==> src/rtl/match_if.sv <==
// Match controller bus: per-frame and miss stimulus in, score/loss/play status out.
//   master : the surrounding game logic (drives frame_tick, start, missA, missB)
//   slave  : match_state_controller (drives scoreA, scoreB, lossA, lossB, play_en, serve)
interface match_if #(
    parameter int unsigned SCORE_W = 4
);
    logic               frame_tick;
    logic               start;
    logic               missA;
    logic               missB;
    logic [SCORE_W-1:0] scoreA;
    logic [SCORE_W-1:0] scoreB;
    logic               lossA;
    logic               lossB;
    logic               play_en;
    logic               serve;

    modport master (
        output frame_tick, start, missA, missB,
        input  scoreA, scoreB, lossA, lossB, play_en, serve
    );

    modport slave (
        input  frame_tick, start, missA, missB,
        output scoreA, scoreB, lossA, lossB, play_en, serve
    );
endinterface

==> src/rtl/match_state_controller.sv <==
// Pong match sequencer: counts points from ball-miss pulses and sequences
// IDLE -> SERVE -> PLAY -> POINT -> (SERVE | OVER), frame-timed via frame_tick.
// Ports:
//   clk, rst  : system clock, asynchronous active-high reset
//   bus       : match_if.slave
//               in  frame_tick (1/frame pulse), start (level), missA/missB (pulses)
//               out scoreA/scoreB, lossA/lossB (held through OVER), play_en, serve (pulse)
// All outputs are registered.
// Optional feature macro: AUTO_RESTART_EN -- OVER returns to IDLE by itself once
// the game-over hold has elapsed (scores kept for display, loss flags cleared).
module match_state_controller #(
    parameter int unsigned WIN_SCORE    = 5,
    parameter int unsigned SCORE_W      = 4,
    parameter int unsigned SERVE_FRAMES = 60,
    parameter int unsigned HOLD_FRAMES  = 180
) (
    input  logic    clk,
    input  logic    rst,
    match_if.slave  bus
);

    localparam int unsigned CNT_MAX = (SERVE_FRAMES > HOLD_FRAMES) ? SERVE_FRAMES : HOLD_FRAMES;
    localparam int unsigned CNT_W   = $clog2(CNT_MAX + 1);

    typedef enum logic [2:0] {
        IDLE  = 3'd0,
        SERVE = 3'd1,
        PLAY  = 3'd2,
        POINT = 3'd3,
        OVER  = 3'd4
    } state_t;

    localparam logic [SCORE_W-1:0] WIN      = SCORE_W'(WIN_SCORE);
    localparam logic [CNT_W-1:0]   SERVE_LAST = CNT_W'(SERVE_FRAMES - 1);
    localparam logic [CNT_W-1:0]   HOLD_CNT   = CNT_W'(HOLD_FRAMES);

    state_t             state_q, state_d;
    logic [CNT_W-1:0]   cnt_q, cnt_d;
    logic [SCORE_W-1:0] score_a_q, score_a_d;
    logic [SCORE_W-1:0] score_b_q, score_b_d;
    logic               loss_a_q, loss_a_d;
    logic               loss_b_q, loss_b_d;
    logic               play_en_q, play_en_d;
    logic               serve_q, serve_d;
    logic               start_q;
    logic               start_edge;
    logic               hold_done;

    assign start_edge = bus.start & ~start_q;
    assign hold_done  = (cnt_q == HOLD_CNT);

    // State, counter and registered outputs; start_q resets high so a held button is not an edge
    always_ff @(posedge clk or posedge rst) begin
        if (rst) begin
            state_q   <= IDLE;
            cnt_q     <= '0;
            score_a_q <= '0;
            score_b_q <= '0;
            loss_a_q  <= 1'b0;
            loss_b_q  <= 1'b0;
            play_en_q <= 1'b0;
            serve_q   <= 1'b0;
            start_q   <= 1'b1;
        end else begin
            state_q   <= state_d;
            cnt_q     <= cnt_d;
            score_a_q <= score_a_d;
            score_b_q <= score_b_d;
            loss_a_q  <= loss_a_d;
            loss_b_q  <= loss_b_d;
            play_en_q <= play_en_d;
            serve_q   <= serve_d;
            start_q   <= bus.start;
        end
    end

    // Next-state and next-output logic
    always_comb begin
        state_d   = state_q;
        cnt_d     = cnt_q;
        score_a_d = score_a_q;
        score_b_d = score_b_q;
        loss_a_d  = loss_a_q;
        loss_b_d  = loss_b_q;
        serve_d   = 1'b0;

        case (state_q)
            IDLE: begin
                if (start_edge) begin
                    state_d   = SERVE;
                    score_a_d = '0;
                    score_b_d = '0;
                end
            end
            SERVE: begin
                if (bus.frame_tick) begin
                    if (cnt_q == SERVE_LAST) begin
                        state_d = PLAY;
                        serve_d = 1'b1;
                    end else begin
                        cnt_d = cnt_q + CNT_W'(1);
                    end
                end
            end
            PLAY: begin
                // Simultaneous misses are a replay with no point awarded
                if (bus.missA && bus.missB) begin
                    state_d = SERVE;
                end else if (bus.missA) begin
                    if (score_b_q != WIN) score_b_d = score_b_q + SCORE_W'(1);
                    state_d = POINT;
                end else if (bus.missB) begin
                    if (score_a_q != WIN) score_a_d = score_a_q + SCORE_W'(1);
                    state_d = POINT;
                end
            end
            POINT: begin
                if (score_b_q == WIN) begin
                    state_d  = OVER;
                    loss_a_d = 1'b1;
                end else if (score_a_q == WIN) begin
                    state_d  = OVER;
                    loss_b_d = 1'b1;
                end else begin
                    state_d = SERVE;
                end
            end
            OVER: begin
                if (hold_done && start_edge) begin
                    state_d   = SERVE;
                    score_a_d = '0;
                    score_b_d = '0;
                    loss_a_d  = 1'b0;
                    loss_b_d  = 1'b0;
                end
`ifdef AUTO_RESTART_EN
                else if (hold_done) begin
                    state_d  = IDLE;
                    loss_a_d = 1'b0;
                    loss_b_d = 1'b0;
                end
`endif
                else if (bus.frame_tick && !hold_done) begin
                    cnt_d = cnt_q + CNT_W'(1);
                end
            end
            default: begin
                state_d = IDLE;
            end
        endcase

        // Counter restarts on every state entry
        if (state_d != state_q) cnt_d = '0;

        play_en_d = (state_d == PLAY);
    end

    assign bus.scoreA  = score_a_q;
    assign bus.scoreB  = score_b_q;
    assign bus.lossA   = loss_a_q;
    assign bus.lossB   = loss_b_q;
    assign bus.play_en = play_en_q;
    assign bus.serve   = serve_q;

endmodule

==> src/flat_wrapper.sv <==
// flat-port wrapper written by rule: the top's interface ports become plain ports
module match_state_controller_flat 
#(
    parameter int unsigned WIN_SCORE    = 5,
    parameter int unsigned SCORE_W      = 4,
    parameter int unsigned SERVE_FRAMES = 60,
    parameter int unsigned HOLD_FRAMES  = 180
)
  (clk, rst, bus_frame_tick, bus_start, bus_missA, bus_missB, bus_scoreA, bus_scoreB, bus_lossA, bus_lossB, bus_play_en, bus_serve);
  match_if #(.SCORE_W(SCORE_W)) bus_i ();
  input  logic clk;
  input  logic rst;
  input wire logic [$bits(bus_i.frame_tick)-1:0] bus_frame_tick;
  input wire logic [$bits(bus_i.start)-1:0] bus_start;
  input wire logic [$bits(bus_i.missA)-1:0] bus_missA;
  input wire logic [$bits(bus_i.missB)-1:0] bus_missB;
  output wire logic [$bits(bus_i.scoreA)-1:0] bus_scoreA;
  output wire logic [$bits(bus_i.scoreB)-1:0] bus_scoreB;
  output wire logic [$bits(bus_i.lossA)-1:0] bus_lossA;
  output wire logic [$bits(bus_i.lossB)-1:0] bus_lossB;
  output wire logic [$bits(bus_i.play_en)-1:0] bus_play_en;
  output wire logic [$bits(bus_i.serve)-1:0] bus_serve;
  assign bus_i.frame_tick = bus_frame_tick;
  assign bus_i.start = bus_start;
  assign bus_i.missA = bus_missA;
  assign bus_i.missB = bus_missB;
  assign bus_scoreA = bus_i.scoreA;
  assign bus_scoreB = bus_i.scoreB;
  assign bus_lossA = bus_i.lossA;
  assign bus_lossB = bus_i.lossB;
  assign bus_play_en = bus_i.play_en;
  assign bus_serve = bus_i.serve;
  match_state_controller #(.WIN_SCORE(WIN_SCORE), .SCORE_W(SCORE_W), .SERVE_FRAMES(SERVE_FRAMES), .HOLD_FRAMES(HOLD_FRAMES)) u_core (.clk(clk), .rst(rst), .bus(bus_i));
endmodule
==> config.mk <==
export PLATFORM = sky130hd
export DESIGN_NAME = match_state_controller_flat
export DESIGN_NICKNAME = d
export VERILOG_FILES = /design/src/rtl/match_if.sv /design/src/rtl/match_state_controller.sv /design/src/flat_wrapper.sv
export SDC_FILE = /design/constraint.sdc
export NUM_CORES = 1
export LEC_CHECK = 0
export CELL_PAD_IN_SITES_DETAIL_PLACEMENT = 1
export CELL_PAD_IN_SITES_GLOBAL_PLACEMENT = 1
export CORE_ASPECT_RATIO = 0.75
export CORE_MARGIN = 5
export CORE_UTILIZATION = 45
export CTS_CLUSTER_DIAMETER = 60
export CTS_CLUSTER_SIZE = 16
export DETAILED_ROUTE_END_ITERATION = 16
export PLACE_DENSITY_LB_ADDON = 0.1
export SYNTH_ARGS = -nofsm -noshare
export SYNTH_HDL_FRONTEND = slang
export SYNTH_SLANG_ARGS = --single-unit
==> constraint.sdc <==
create_clock -name clk -period 4 [get_ports clk]
set_clock_uncertainty 0.15 [all_clocks]
set_input_delay 0.4 -clock clk [delete_from_list [all_inputs] [get_ports clk]]
set_output_delay 0.4 -clock clk [all_outputs]
set_load 0.1 [all_outputs]
==> results.tsv <==
metric	value	unit
Final WS setup	1550	ps
n_diodes	0	
CP Class	register to primary output	
setup_tns	0	ps
initial antenna violation count	0	
routed length per instance	17.4	um
slew margin rel.	35.0	%
first-pass GRT wire length	6040	um
Synth area leaders	dfrtp_1, ha_1, xnor2_1	
DR iter-0 viols	93	
Worst Setup End Kind	primary output	
drt total wl	3590	um
# port buffers	17	
number of vias per cell	5.72	
Root Driver	clkbuf_8	
Req. time, crit path	3450	ps
Post-DP Area	0.00169	mm^2
Worst Tran Pin Value	972	ps
power consumption	0.653	mW
post-route clock period utilization	61.2	%
Mapped Cells	149	
TritonCTS clock tree	built	
worst reg2reg path depth	7	
core area	0.00324	mm^2
Final Cell Area	0.00176	mm^2
post-CTS setup buffers	0	
fin cells	206	
reg-to-reg startpoint	u_core.cnt_q[0]	
crit path buf inv count	1	
post-cts sizing count	0	
dpl ws	1560	ps
Post-synth ARST share	100	%
worst hold endpoint	u_core.bus.lossB	
ANT nets after route	0	
Max-cap violations	0	
EDFF count, synth	0	
PwrDens	371	mW/mm^2
Synth-to-Final Area Change	18.4	%
DIE AREA	0.00457	mm^2
Leakage	0.723	nW
Final Hold Viols	0	
worst reg2reg setup slack	1740	ps
final setup fails	0	
share of layout cells above drive strength 1	11.4	%
grt ovf	0	
syn_nets	161	
sequential share of the synthesized area	40.4	%
#FFs+latches synth	24	
Starting Density	45.9	%
Ys Warns	0	
end of the worst register-to-register path	u_core.cnt_q[0]	
top_reg_cell synth	dfrtp_1	
number of global-route vias before repair	1171	
outcome	complete, no violations	
post-synth top area share	38.7	%
largest fanout on the critical path	6	
Worst Setup Start Kind	register	
Core Util, Final	54.4	%
RSZ-0062 raised after global routing	false	
Period minus WS final	2450	ps
critical path, cell by cell	clkdlybuf4s50_1	
number of buffers created by CTS	3	
Vias	1178	
DP HPWL	2750	um
most frequent cell after synthesis	dfrtp_1	
die width	76.4	um
critical path arrival	1900	ps
HP Start	u_core.bus.lossB	
# hold bufs at CTS	0	
CP top delay family	buffers and inverters	
# rows	18	
dpl cells	202	
commonest cells in the netlist	dfrtp_1, nor2_1, inv_1, nand2_1	
Post-route DRC	0	
DR pass1 iterations	4	
Fmax achieved	409	MHz
die height	59.8	um
Bufs on Longest Clock Path	2	
clk sinks	24	
Reg clk slew, reported paths	90	ps
Placer Congestion	0.832	
Yosys cell types	48	
final hold slack	368	ps
worst skew pair latency	270	ps
worst vdd ir	0.000188	V
mapped cell area	0.00149	mm^2
Tightest Hold Check Type	register to register	
GRT Total Usage	16.8	%
nets@finish	179	
Synth Area per Inst	9.99	um^2
Min-Delay Path Depth	2	
largest net degree at the start of global routing	25	
htree depth	1	
io pins	18	
Crit-path slowest cell	clkdlybuf4s50_1	
Final Max Tran Viols	0	
slowest stage delay, CP	1170	ps
biggest area consumer among synthesized cells	dfrtp_1	
## tightest hold or removal path, delay by kind of cell (launching register included)
kind	cells	cell delay, ps
flip-flops	1	360
AO/OA/AOI/OAI	2	130
## where the power goes
part | switching (mW) | internal, mW | total (mW)
clock | 0.0805 | 0.134 | 0.214
sequential | 0.0473 | 0.271 | 0.318
combinational | 0.0673 | 0.0539 | 0.121
total | 0.195 | 0.458 | 0.653
## flip-flops by register name, summed over array words and instances, names as in the netlist
| name | count |
|---|---|
| u_core.cnt_q | 8 |
| u_core.bus.scoreA | 4 |
| u_core.bus.scoreB | 4 |
| u_core.state_q | 3 |
| u_core.bus.lossA | 1 |
| u_core.bus.lossB | 1 |
| u_core.bus.play_en | 1 |
| u_core.bus.serve | 1 |
| u_core.start_q | 1 |
## routing by layer
layer | global-route usage, % | vias to the layer above | part of all wire [%]
li1 | - | 582 | -
met1 | 25.3 | 578 | 53
met2 | 25.2 | 16 | 44
met3 | 3.31 | 2 | 2.7
met4 | 2.99 | 0 | 0.47
met5 | 0 | - | 0
## cell usage in the layout (no fill, tap or decap), types with 2 or more instances in the layout
| cell type | instances |
|---|---|
| dfrtp_1 | 23 |
| clkdlybuf4s50_1 | 17 |
| nor2_1 | 14 |
| inv_1 | 9 |
| nand2_1 | 9 |
| nand3_1 | 8 |
| a21oi_1 | 8 |
| o21ai_0 | 7 |
| xnor2_1 | 7 |
| ha_1 | 6 |
| o31ai_1 | 3 |
| nor3_1 | 3 |
| nor2b_1 | 3 |
| clkbuf_8 | 3 |
| nand2b_1 | 2 |
| nand3_2 | 2 |
| and3b_1 | 2 |
| a21o_2 | 2 |
| nand4_1 | 2 |
| xor2_1 | 2 |
| a31oi_1 | 2 |
| nor4_1 | 2 |
| o211ai_1 | 2 |
| or3_1 | 2 |
| a2111oi_2 | 2 |
## cells by family after synthesis
kind of cell	share of synthesized area, %
and+or+nand+nor	21.8
AOI/OAI and AO/OA	24.0
DFF	40.4
buffers and inverters	3.45
xor gates and xnor gates	5.29
adders and majority gates	5.04
## how the worst max path moves through the flow
| stage | start | endpoint | cells after the start |
|---|---|---|---|
| after floorplan | u_core.bus.scoreA[1] | u_core.bus.scoreA[3] | 7 |
| after global placement | bus_missA | u_core.bus.scoreA[3] | 6 |
| after detailed placement | bus_missA | u_core.bus.scoreB[3] | 6 |
| after CTS | u_core.bus.scoreB[0] | bus_scoreB[0] | 1 |
| after global routing | u_core.bus.scoreB[0] | bus_scoreB[0] | 1 |
| final | u_core.bus.scoreB[0] | bus_scoreB[0] | 1 |
## final cells by class
type / instances / area (um^2)
clock buffer: 3 / 41.3
clock inverter: 1 / 30.0
fill: 365 / 1480
inverter: 9 / 33.8
multi-input combinational: 112 / 836
sequential: 24 / 602
tap: 40 / 50.0
timing repair buffer: 17 / 170
Power figures use the tool's default switching activity.
